==> config.mk <==
export PLATFORM = sky130hd
export DESIGN_NAME = clock_set_controller
export DESIGN_NICKNAME = d
export VERILOG_FILES = /design/src/rtl/clock_ctrl_pkg.sv /design/src/rtl/clock_set_controller_tick_prescaler.sv /design/src/rtl/clock_set_controller.sv
export SDC_FILE = /design/constraint.sdc
export NUM_CORES = 1
export LEC_CHECK = 0
export CAP_MARGIN = 20
export CORE_ASPECT_RATIO = 0.8
export CORE_MARGIN = 2
export CORE_UTILIZATION = 30
export DETAILED_ROUTE_END_ITERATION = 7
export PLACE_DENSITY = 0.45
export SLEW_MARGIN = 10
export SYNTH_ARGS = -nofsm -noshare
export SYNTH_HDL_FRONTEND = slang
export SYNTH_SLANG_ARGS = --single-unit
export TNS_END_PERCENT = 10
==> constraint.sdc <==
create_clock -name CLK100MHZ -period 2.3 [get_ports CLK100MHZ]
set_input_delay 0.46 -clock CLK100MHZ [delete_from_list [all_inputs] [get_ports CLK100MHZ]]
set_output_delay 0.46 -clock CLK100MHZ [all_outputs]
set_load 0.01 [all_outputs]
==> src/rtl/clock_ctrl_pkg.sv <==
// Shared types and default timing for the clock-set controller.
// State and select encodings, default divider constants, width helper.
package clock_ctrl_pkg;

  typedef enum logic [1:0] {
    IDLE     = 2'd0,
    HOLD     = 2'd1,
    REPEAT   = 2'd2,
    WAIT_REL = 2'd3
  } state_t;

  typedef enum logic {
    SEL_MIN  = 1'b0,
    SEL_HOUR = 1'b1
  } sel_t;

  localparam int TICK_DIV_DEF     = 100000000;
  localparam int REPEAT_DELAY_DEF = 50000000;
  localparam int REPEAT_RATE_DEF  = 10000000;

  // Counter width for a 0..n-1 range, never below 1 bit.
  function automatic int cnt_w(input int n);
    return (n > 1) ? $clog2(n) : 1;
  endfunction

  function automatic int max_i(input int a, input int b);
    return (a > b) ? a : b;
  endfunction

endpackage

==> src/rtl/clock_set_controller_tick_prescaler.sv <==
// Seconds prescaler: one-cycle tick every TICK_DIV enabled cycles.
// Ports: clk, rst_n, hold (clears and freezes count), tick.
module tick_prescaler
  import clock_ctrl_pkg::*;
#(
  parameter int TICK_DIV = TICK_DIV_DEF
) (
  input  logic clk,
  input  logic rst_n,
  input  logic hold,
  output logic tick
);

  localparam int PW = cnt_w(TICK_DIV);
  localparam logic [PW-1:0] LAST = PW'(TICK_DIV - 1);

  logic [PW-1:0] cnt;

  always_ff @(posedge clk or negedge rst_n) begin
    if (!rst_n) begin
      cnt  <= '0;
      tick <= 1'b0;
    end else if (hold) begin
      cnt  <= '0;
      tick <= 1'b0;
    end else if (cnt == LAST) begin
      cnt  <= '0;
      tick <= 1'b1;
    end else begin
      cnt  <= cnt + 1'b1;
      tick <= 1'b0;
    end
  end

endmodule

==> src/rtl/clock_set_controller.sv <==
// Button-to-command sequencer with hold auto-repeat and 1 Hz tick.
// In: CLK100MHZ, RESET_N, MIN/HOUR/CLR_BTN, RUN_EN. Out: SEC_TICK,
// INC_MIN, INC_HOUR, CLR_TIME, SETTING, STATE.
module clock_set_controller
  import clock_ctrl_pkg::*;
#(
  parameter int TICK_DIV     = TICK_DIV_DEF,
  parameter int REPEAT_DELAY = REPEAT_DELAY_DEF,
  parameter int REPEAT_RATE  = REPEAT_RATE_DEF
) (
  input  logic       CLK100MHZ,
  input  logic       RESET_N,
  input  logic       MIN_BTN,
  input  logic       HOUR_BTN,
  input  logic       CLR_BTN,
  input  logic       RUN_EN,
  output logic       SEC_TICK,
  output logic       INC_MIN,
  output logic       INC_HOUR,
  output logic       CLR_TIME,
  output logic       SETTING,
  output logic [1:0] STATE
);

  localparam int TW = cnt_w(max_i(REPEAT_DELAY, REPEAT_RATE));
  localparam logic [TW-1:0] DLY_LAST = TW'(REPEAT_DELAY - 1);
  localparam logic [TW-1:0] RATE_LAST = TW'(REPEAT_RATE - 1);

  state_t        state, state_n;
  sel_t          sel, sel_n;
  logic [TW-1:0] timer, timer_n;
  logic          inc_min_n, inc_hour_n, clr_n;
  logic          sel_btn, any_btn;

  assign sel_btn = (sel == SEL_HOUR) ? HOUR_BTN : MIN_BTN;
  assign any_btn = MIN_BTN | HOUR_BTN | CLR_BTN;

  always_comb begin
    state_n    = state;
    sel_n      = sel;
    timer_n    = timer;
    inc_min_n  = 1'b0;
    inc_hour_n = 1'b0;
    clr_n      = 1'b0;
    unique case (state)
      IDLE: begin
        if (CLR_BTN) begin
          clr_n   = 1'b1;
          state_n = WAIT_REL;
        end else if (HOUR_BTN) begin
          inc_hour_n = 1'b1;
          sel_n      = SEL_HOUR;
          timer_n    = '0;
          state_n    = HOLD;
        end else if (MIN_BTN) begin
          inc_min_n = 1'b1;
          sel_n     = SEL_MIN;
          timer_n   = '0;
          state_n   = HOLD;
        end
      end
      HOLD, REPEAT: begin
        if (CLR_BTN) begin
          clr_n   = 1'b1;
          state_n = WAIT_REL;
        end else if (!sel_btn) begin
          // other INC button still down: wait for full release
          state_n = any_btn ? WAIT_REL : IDLE;
        end else if ((state == HOLD && timer == DLY_LAST) ||
                     (state == REPEAT && timer == RATE_LAST)) begin
          inc_min_n  = (sel == SEL_MIN);
          inc_hour_n = (sel == SEL_HOUR);
          timer_n    = '0;
          state_n    = REPEAT;
        end else begin
          timer_n = timer + 1'b1;
        end
      end
      WAIT_REL: begin
        if (!any_btn) state_n = IDLE;
      end
      default: state_n = IDLE;
    endcase
  end

  always_ff @(posedge CLK100MHZ or negedge RESET_N) begin
    if (!RESET_N) begin
      state    <= IDLE;
      sel      <= SEL_MIN;
      timer    <= '0;
      INC_MIN  <= 1'b0;
      INC_HOUR <= 1'b0;
      CLR_TIME <= 1'b0;
    end else begin
      state    <= state_n;
      sel      <= sel_n;
      timer    <= timer_n;
      INC_MIN  <= inc_min_n;
      INC_HOUR <= inc_hour_n;
      CLR_TIME <= clr_n;
    end
  end

  assign SETTING = (state != IDLE);
  assign STATE   = state;

  tick_prescaler #(
    .TICK_DIV(TICK_DIV)
  ) u_presc (
    .clk  (CLK100MHZ),
    .rst_n(RESET_N),
    .hold (SETTING | ~RUN_EN),
    .tick (SEC_TICK)
  );

endmodule

==> results of run 1 <==
cell type report:
type	count	area share, %
multi-input combinational	247	40.6
sequential	60	38.2
timing repair buffer	32	7.63
clock buffer	13	7.12
tap	140	4.45
clock inverter	3	1.08
inverter	10	0.954
sequential cells by signal, indices dropped and copies added, names as in the netlist:
signal / count
CLR_TIME: 1
INC_HOUR: 1
INC_MIN: 1
STATE: 2
sel: 1
timer: 26
u_presc.cnt: 27
u_presc.tick: 1
through the flow:
step                setup slack [ns]  area, sq um  hold WS, ns  std cells  setup TNS [ns]
global route                  0.0229         3930        0.128        505               0
floorplan                      0.195         3150        0.164        326               0
global placement             0.00618         3570        0.461        488               0
detailed placement           -0.0758         3570        0.462        488          -0.216
finish                         0.134         3930        0.104        505               0
CTS                           0.0744         3900        0.112        504               0
cell families after synthesis:
family | Yosys count | synth area share (%)
AO/OA/AOI/OAI | 19 | 4.69
XOR/XNOR | 45 | 12.5
adder cells (fa/ha/maj) | 7 | 2.78
buffers and inverters | 19 | 2.86
flip-flops | 60 | 47.7
multiplexers | 5 | 1.67
AND/OR/NAND/NOR | 171 | 27.8
placed cells by master (no fill, tap or decap), types with 3 or more instances in the layout:
master           netlist  routed
mux2i_1                3       3
nand4b_1               3       3
nor3_1                 6       6
nand2_1               23      23
clkbuf_8               0       4
clkbuf_16              0       9
a21oi_1                3       3
or3_1                  3       3
clkdlybuf4s50_1        0      11
nand4_1               26      26
nand3_1               22      21
xor2_1                37      37
xnor2_1                8       8
and3_1                 7       7
ha_1                   7       6
nor4_1                 5       5
buf_12                 0       3
inv_1                 10      10
nor2_1                60      60
dfrtp_1               60      60
o21ai_0                5       5
buf_4                  0      16
synth_stat cells (2+ instances only):
library cell / count
clkbuf_1: 3
nand2b_1: 2
nor4_1: 5
xnor2_1: 8
nor2_1: 60
or3_1: 3
and4_1: 2
nor3_1: 6
nand3_1: 22
inv_1: 10
or4_1: 2
nand3b_1: 2
nand4b_1: 3
and3_1: 7
mux2i_1: 3
o21ai_0: 5
o22ai_1: 2
nand4_1: 26
a21oi_1: 3
ha_1: 7
buf_6: 2
xor2_1: 37
dfrtp_1: 60
nand2_1: 23
buf_2: 3
mux2_2: 2
repair_timing:
action / in CTS / in global routing
setup endpoints to repair: 4 / 6
resized for setup: 2 / 4
setup buffers: 0 / 0
cloned: 0 / 1
hold buffers: 0 / 0
final timing paths:
check / startpoint / end / slack, ns / cells after the start
max: STATE[0] / SETTING / 0.13 / 4
max in group asynchronous: RESET_N / timer[19] / 1.60 / 2
max reg2reg: timer[17] / STATE[0] / 0.15 / 5
min reg2reg: u_presc.cnt[0] / u_presc.cnt[0] / 0.51 / 1
min in group CLK100MHZ: u_presc.cnt[0] / u_presc.cnt[0] / 0.51 / 1
min: RESET_N / u_presc.cnt[22] / 0.10 / 1
layer usage:
| metal | track usage [%] | routed length [um] | share of wire, % | vias to the layer above |
|---|---|---|---|---|
| li1 | - | - | - | 1206 |
| met1 | 19.0 | 3750 | 55 | 1181 |
| met2 | 18.4 | 2740 | 40 | 40 |
| met3 | 3.29 | 227 | 3.3 | 10 |
| met4 | 5.85 | 124 | 1.8 | 0 |
| met5 | 0 | 0 | 0 | - |
power breakdown:
part | internal [W] | switching (W) | total, W
combinational | 0.000389 | 0.000503 | 0.000892
clock | 0.000954 | 0.000464 | 0.00142
sequential | 0.00113 | 0.0000774 | 0.00121
total | 0.00248 | 0.00104 | 0.00352
==> impl_metrics.yaml, run 1 <==
run_status:
  status: "complete, no violations"
drt:
  routedWlPerCell_um: 13.5
  drt_wl_total_mm: 6.84
  ant_nets: 0
  drt_iter0_markers: 153
  drc: 0
  vias: 2437
  vias_per_cell: 4.83
  firstDrtPassIters: 4
clock_network:
  cts.sinks: 60
  htreeDepth: 3
  clock_path_buffers: 2
  cts_tree: "done"
  root_buffer: "clkbuf_16"
  clk_pin_slew_ns: 0.05
  cts_made_buffers: 9
  clk_latency_ns: 0.32
logic_synthesis:
  synth_top_cell_by_area: "dfrtp_1"
  synth_area_leaders: "dfrtp_1 48%, xor2_1 10%, nor2_1 7.2%"
  ys_ff_latch: 60
  syn-num-nets: 339
  synth_flop_cell: "dfrtp_1"
  ys_warn_count: 0
  ys_seq_area_share_pct: 47.7
  synth_edf_count: 0
  ys_types: 44
  async_flop_share_pct: 100
  postSynthAreaPerCell_sq_um: 9.65
  synth_area_sq_um: 3150
  syn_inst: 326
  synth_top_area_share_pct: 47.7
floorplan:
  io-pin-count: 13
  die_w_um: 119
  die_area_sq_um: 11300
  row_count: 33
  initial_core_util_pct: 30.7
  die_height_um: 95.6
  core-area_sq_um: 10200
pwr:
  powerDensity_nw_per_um2: 895
  vdd_ir_drop_max_uv: 386
  leakage_nw: 1.69
  power_w: 0.00352
grt:
  track_usage_pct: 13.1
  grt_pass1_vias: 2304
  grt_first_pass_wirelength_mm: 11.6
  grt-ovfl-total: 0
  antenna_found_initial: 0
  grt_max_degree: 28
timing:
  finalCritPeriodShare_pct: 94.2
  worstMarginPinSlew_ns: 0.587
  slew_viol_final: 0
  finalClockSkew_ns: 0.00479
  relSlewSlack_pct: 60.8
  finalCriticalPeriod_ns: 2.17
  finalHoldViolCount: 0
  fmax_mhz: 462
  setup_viol: 0
  grt_setup_unrepaired: "false"
run:
  maxCapViolCount: 0
finish:
  nets: 373
  fill_cells: 1048
  regArea_sq_um: 1500
  fin_util_pct: 38.4
  multi_input_area_sq_um: 1600
  n_antenna_cell: 0
  drive_gt1_share_pct: 13.4
  area_growth_pct: 25.0
placement:
  dp_hpwl_mm: 4.70
  gp_congestion: 0.775
  portBuffers: 12
worst_setup_path:
  max_stage_delay_ns: 0.54
  cp.arrival_ns: 1.71
  path_cells: "inv_1 > ha_4 > inv_1 > clkdlybuf4s50_1"
  critPathKind: "reg -> out"
  slowest_stage: "clkdlybuf4s50_1"
  path_buf_inv: 3
  crit_path_end_kind: "primary output"
  cpMostUsedCell: "inv_1"
  crit_path_start_kind: "flip-flop"
  cp_top_family: "buffers and inverters"
  crit_required_ns: 1.84
  critPathMaxFanout: 8
hold_path:
  hold_class: "in -> async"
No activity file was read; power rests on OpenSTA's default activity.
==> run 2: changes to the inputs <==
Settings changed: CELL_PAD_IN_SITES_DETAIL_PLACEMENT from default to 1, CELL_PAD_IN_SITES_GLOBAL_PLACEMENT from default to 1, PLACE_DENSITY 0.45 to 0.54, RECOVER_POWER from default to 100.
==> run 2 against run 1 <==
Against the previous run: final cell count up 0.40%; clock skew fell by 0.00059 ns; clock power about the same; power is 1.4% higher; via count rose by 3.3%; sequential share of layout area about the same; global-route usage grew 2.2 points; worst hold slack improved by 0.32 ns; core utilization about the same; combinational power grew 3.3%; highest routed layer unchanged.
==> impl_metrics.yaml, run 2 (same netlist as run 1, synthesis figures left out) <==
run_status:
  status: "complete, no violations"
timing:
  relSlewSlack_pct: 10.5
  grt_setup_unrepaired: "false"
  finalClockSkew_ns: 0.00420
  finalCriticalPeriod_ns: 2.21
  setup_viol: 0
  worst_slack_ns: 0.0926
  finalCritPeriodShare_pct: 96.0
  finalHoldViolCount: 0
  fmax_mhz: 453
  worstMarginPinSlew_ns: 1.34
  slew_viol_final: 0
finish:
  largest_reg_flops: 27
  fin_cells: 507
  area_growth_pct: 24.9
  nets: 375
  final_cell_mix: "60 x dfrtp_1, 60 x nor2_1, 37 x xor2_1, 26 x nand4_1, 23 x nand2_1"
  finalInstanceArea_sq_um: 3930
  top_register: "u_presc.cnt"
  n_antenna_cell: 0
  drive_gt1_share_pct: 12.8
grt:
  antenna_found_initial: 0
  met2_usage_pct: 21.9
  grt_first_pass_wirelength_mm: 13.6
  grt-ovfl-total: 0
  grt_util_met3_pct: 3.65
  grt_pass1_vias: 2589
  grt_max_degree: 27
  busiest_layer: "met1"
  grtUsageMet1_pct: 22.5
  track_usage_pct: 15.3
drt:
  vias: 2517
  firstDrtPassIters: 4
  drt_iter0_markers: 138
  routedWlPerCell_um: 15.6
  drc: 0
  drt_wl_total_mm: 7.89
  vias_per_cell: 4.96
  ant_nets: 0
clock_network:
  holdBufCountCts: 0
  clock_path_buffers: 2
  clk_pin_slew_ns: 0.05
  root_buffer: "clkbuf_16"
  cts.sinks: 60
  post_cts_buffers: 0
  htreeDepth: 3
  cts_made_buffers: 9
  clk_latency_ns: 0.32
  cts_tree: "done"
pwr:
  internal-power_w: 0.00249
  leakage_nw: 1.70
  seqPwrFrac_pct: 33.8
  vdd_ir_drop_max_uv: 398
  swShare_pct: 30.2
  clkPwrFrac_pct: 40.4
  switching_power_w: 0.00108
  share_comb_of_total_power_pct: 25.8
  powerDensity_nw_per_um2: 908
floorplan:
  io-pin-count: 13
  row_count: 33
  initial_core_util_pct: 30.7
  core-area_sq_um: 10200
  die_w_um: 119
  die_area_sq_um: 11300
  die_height_um: 95.6
worst_setup_path:
  cp.arrival_ns: 1.75
  crit_path_end_kind: "primary output"
  crit_required_ns: 1.84
  crit_path_start_kind: "flip-flop"
  critPathMaxFanout: 6
  critPathKind: "reg -> out"
placement:
  pre_cts_ws_ns: -0.0426
  dp_hpwl_mm: 5.44
  gp_congestion: 0.750
  dp.cells: 490
  placed_cell_area_sq_um: 3570
  portBuffers: 12
hold_path:
  hold_class: "in -> async"
run:
  maxCapViolCount: 0
## run 2: changes by cell type in the layout (fill, tap and decap cells not counted), moves of 2 or more
cell	before	now
clkbuf_1	0	3
clkbuf_2	0	2
clkbuf_8	4	1
clkdlybuf4s50_1	11	5
clkinv_2	1	3
dlygate4sd3_1	0	6
## run 2: per-stage QoR
stage / setup TNS (ns) / hold WS [ns] / utilization, % / power (W)
5_1_grt: 0 / 0.539 / 38.4 / 0.00379
3_5_place_dp: -0.117 / 0.490 / 34.9 / 0.00211
6_report: 0 / 0.426 / 38.4 / 0.00357
4_1_cts: 0 / 0.141 / 38.1 / 0.00361
3_3_place_gp: 0 / 0.490 / 34.9 / 0.00210
2_1_floorplan: 0 / 0.164 / - / 0.00175
## run 2: area by class of cell
class	count	area, sq um
inverter	10	37.5
clock buffer	11	243
clock inverter	5	75.1
fill	1182	6310
timing repair buffer	34	293
multi-input combinational	247	1610
sequential	60	1500
tap	140	175
## run 2: power groups by stage
stage               clock (W)  combinational, W  sequential (W)
global route          0.00154           0.00103         0.00122
detailed placement          0          0.000887         0.00122
floorplan                   0          0.000525         0.00122
finish                0.00144          0.000921         0.00121
global placement            0          0.000884         0.00122
CTS                   0.00150          0.000908         0.00121
## run 2: final timing paths
path	start	endpoint	slack, ns	cells after the start
max in group asynchronous	RESET_N	timer[17]	0.68	2
worst max-delay path	STATE[1]	SETTING	0.09	4
worst max register to register	STATE[1]	timer[16]	0.13	8
worst min register to register	timer[1]	timer[1]	0.50	2
min in group CLK100MHZ	timer[1]	timer[1]	0.50	2
worst min-delay path	RESET_N	u_presc.cnt[22]	0.43	1
## run 2: what timing repair did
action | in CTS | in global routing
resized for setup | 2 | 8
cloned | 0 | 1
setup endpoints to repair | 3 | 27
pin swaps | 0 | 1
## run 2: layer usage
metal	vias up	part of all wire, %	wire [um]
met5	-	0	0
met3	8	2.8	224
met1	1266	55	4310
met4	0	1.1	83
li1	1213	-	-
met2	30	41	3270
## run 2: critical path, cell delays in order, from the launching register on
cell and delay, ns:
dfrtp_1 0.43, inv_1 0.14, ha_4 0.20, inv_1 0.10, clkdlybuf4s50_1 0.55
==> run 3: changes to the inputs <==
Settings changed: REMOVE_ABC_BUFFERS from default to 1.
Clock period 2.3 ns to 2.15 ns, I/O delays scaled along.
==> run 3 against run 2 <==
Against the previous run: sequential power increased by 6%; largest cell class unchanged; register-to-register slack better by 0.02 ns; sequential cell count is the same; critical path depth rose by 4; via count increased by 0.40%; worst hold slack lost 0.22 ns; clock skew up 0.0023 ns; count of clock-buffer cells in the layout rose by 1; highest routed layer unchanged; non-clock buffer count increased by 11.
==> impl_metrics.yaml, run 3 (same netlist as run 1, synthesis figures left out) <==
timing:
  holdWs_ns: 0.207
  fmax_mhz: 500
  finalCritPeriodShare_pct: 92.9
  slew_viol_final: 0
  grt_setup_unrepaired: "false"
  tns_ns: 0
  finalCriticalPeriod_ns: 2.00
  setup_viol: 0
  relSlewSlack_pct: 37.2
  worstMarginPinSlew_ns: 0.941
  finalClockSkew_ns: 0.00650
  finalHoldViolCount: 0
pwr:
  leakage_nw: 1.74
  internal-power_w: 0.00258
  vdd_ir_drop_max_uv: 461
  clkPwrFrac_pct: 39.3
  switching_power_w: 0.00116
  share_comb_of_total_power_pct: 26.6
  power_w: 0.00373
  powerDensity_nw_per_um2: 941
  swShare_pct: 31.0
  seqPwrFrac_pct: 34.2
floorplan:
  die_height_um: 95.6
  core-area_sq_um: 10200
  die_w_um: 119
  die_area_sq_um: 11300
  io-pin-count: 13
  initial_core_util_pct: 30.7
  row_count: 33
drt:
  drc: 0
  drt_wl_total_mm: 7.94
  firstDrtPassIters: 4
  routedWlPerCell_um: 15.3
  ant_nets: 0
  drt_iter0_markers: 149
  vias: 2527
  vias_per_cell: 4.88
clock_network:
  cts_tree: "done"
  holdBufCountCts: 0
  clock_path_buffers: 2
  root_buffer: "clkbuf_16"
  post_cts_buffers: 0
  cts.sinks: 60
  clk_pin_slew_ns: 0.05
  cts_made_buffers: 9
  htreeDepth: 3
  clk_latency_ns: 0.32
finish:
  n_antenna_cell: 0
  top_register: "u_presc.cnt"
  largest_reg_flops: 27
  drive_gt1_share_pct: 15.1
  nets: 386
  fill_cells: 1198
  fin_util_pct: 38.7
  area_growth_pct: 26.0
  finalInstanceArea_sq_um: 3970
  final_cell_mix: "60 x dfrtp_1, 60 x nor2_1, 37 x xor2_1, 27 x buf_4, 26 x nand4_1"
worst_setup_path:
  crit_path_start_kind: "flip-flop"
  crit_required_ns: 2.36
  r2r_slack_ns: 0.15
  critPathKind: "reg -> reg"
  critPathMaxFanout: 13
  cp.arrival_ns: 2.21
  crit_path_end_kind: "flip-flop"
placement:
  placed_cell_area_sq_um: 3680
  portBuffers: 12
  dp_hpwl_mm: 5.49
  gp_congestion: 0.780
grt:
  grt_max_degree: 32
  grt-ovfl-total: 0
  grt_pass1_vias: 2598
  antenna_found_initial: 0
  grt_first_pass_wirelength_mm: 13.8
  track_usage_pct: 15.4
run:
  maxCapViolCount: 0
hold_path:
  hold_class: "in -> async"
run_status:
  status: "complete, no violations"
[run 3: final cells by class]
cell class,instances,area [sq um],share of cell area [%]
Tap cell,140,175,4.42
Clock buffer,12,256,6.47
Multi-Input combinational cell,247,1570,39.6
Inverter,10,37.5,0.947
Clock inverter,4,47.5,1.20
Timing Repair Buffer,45,375,9.47
Sequential cell,60,1500,37.9
[run 3: layer usage]
metal	track usage [%]	routed length (um)	vias up
met3	3.95	188	6
met1	22.4	4320	1265
met5	0	0	-
li1	-	-	1229
met2	22.6	3340	27
met4	4.56	89	0
[run 3: path summary, 6_finish.rpt]
check                                  to  cells after the start  startpoint
max                             timer[16]                      8    STATE[0]
min                              CLR_TIME                      1     RESET_N
max reg2reg                     timer[16]                      8    STATE[0]
min reg2reg                      timer[1]                      2    timer[1]
max in group asynchronous  u_presc.cnt[1]                      2     RESET_N
min in group CLK100MHZ           timer[1]                      2    timer[1]
[run 3: worst max-delay path, stage by stage (launching register included)]
cell and delay (ns):
dfrtp_1 0.38, inv_1 0.12, ha_1 0.26, buf_4 0.20, a2111oi_2 0.32, buf_4 0.26, nand4_1 0.14, xor2_1 0.16
nor2_1 0.05
[run 3: repair_timing]
action	in CTS	in global routing
endpoints found under the setup margin	26	9
pin swaps	3	0
endpoints found under the hold margin	0	0
gates resized for setup	1	2
[run 3: power groups by stage]
stage | Sequential [W] | Clock, W | Combinational, W
finish | 0.00128 | 0.00147 | 0.000991
CTS | 0.00128 | 0.00152 | 0.00102
detailed placement | 0.00130 | 0 | 0.00100
global route | 0.00129 | 0.00157 | 0.00110
floorplan | 0.00131 | 0 | 0.000511
global placement | 0.00129 | 0 | 0.000996
[run 3: through the flow]
step / cells / setup WS, ns
floorplan: 317 / -1.06
global placement: 502 / -0.0435
detailed placement: 502 / -0.108
CTS: 518 / 0.00815
global route: 518 / 0.0117
finish: 518 / 0.152
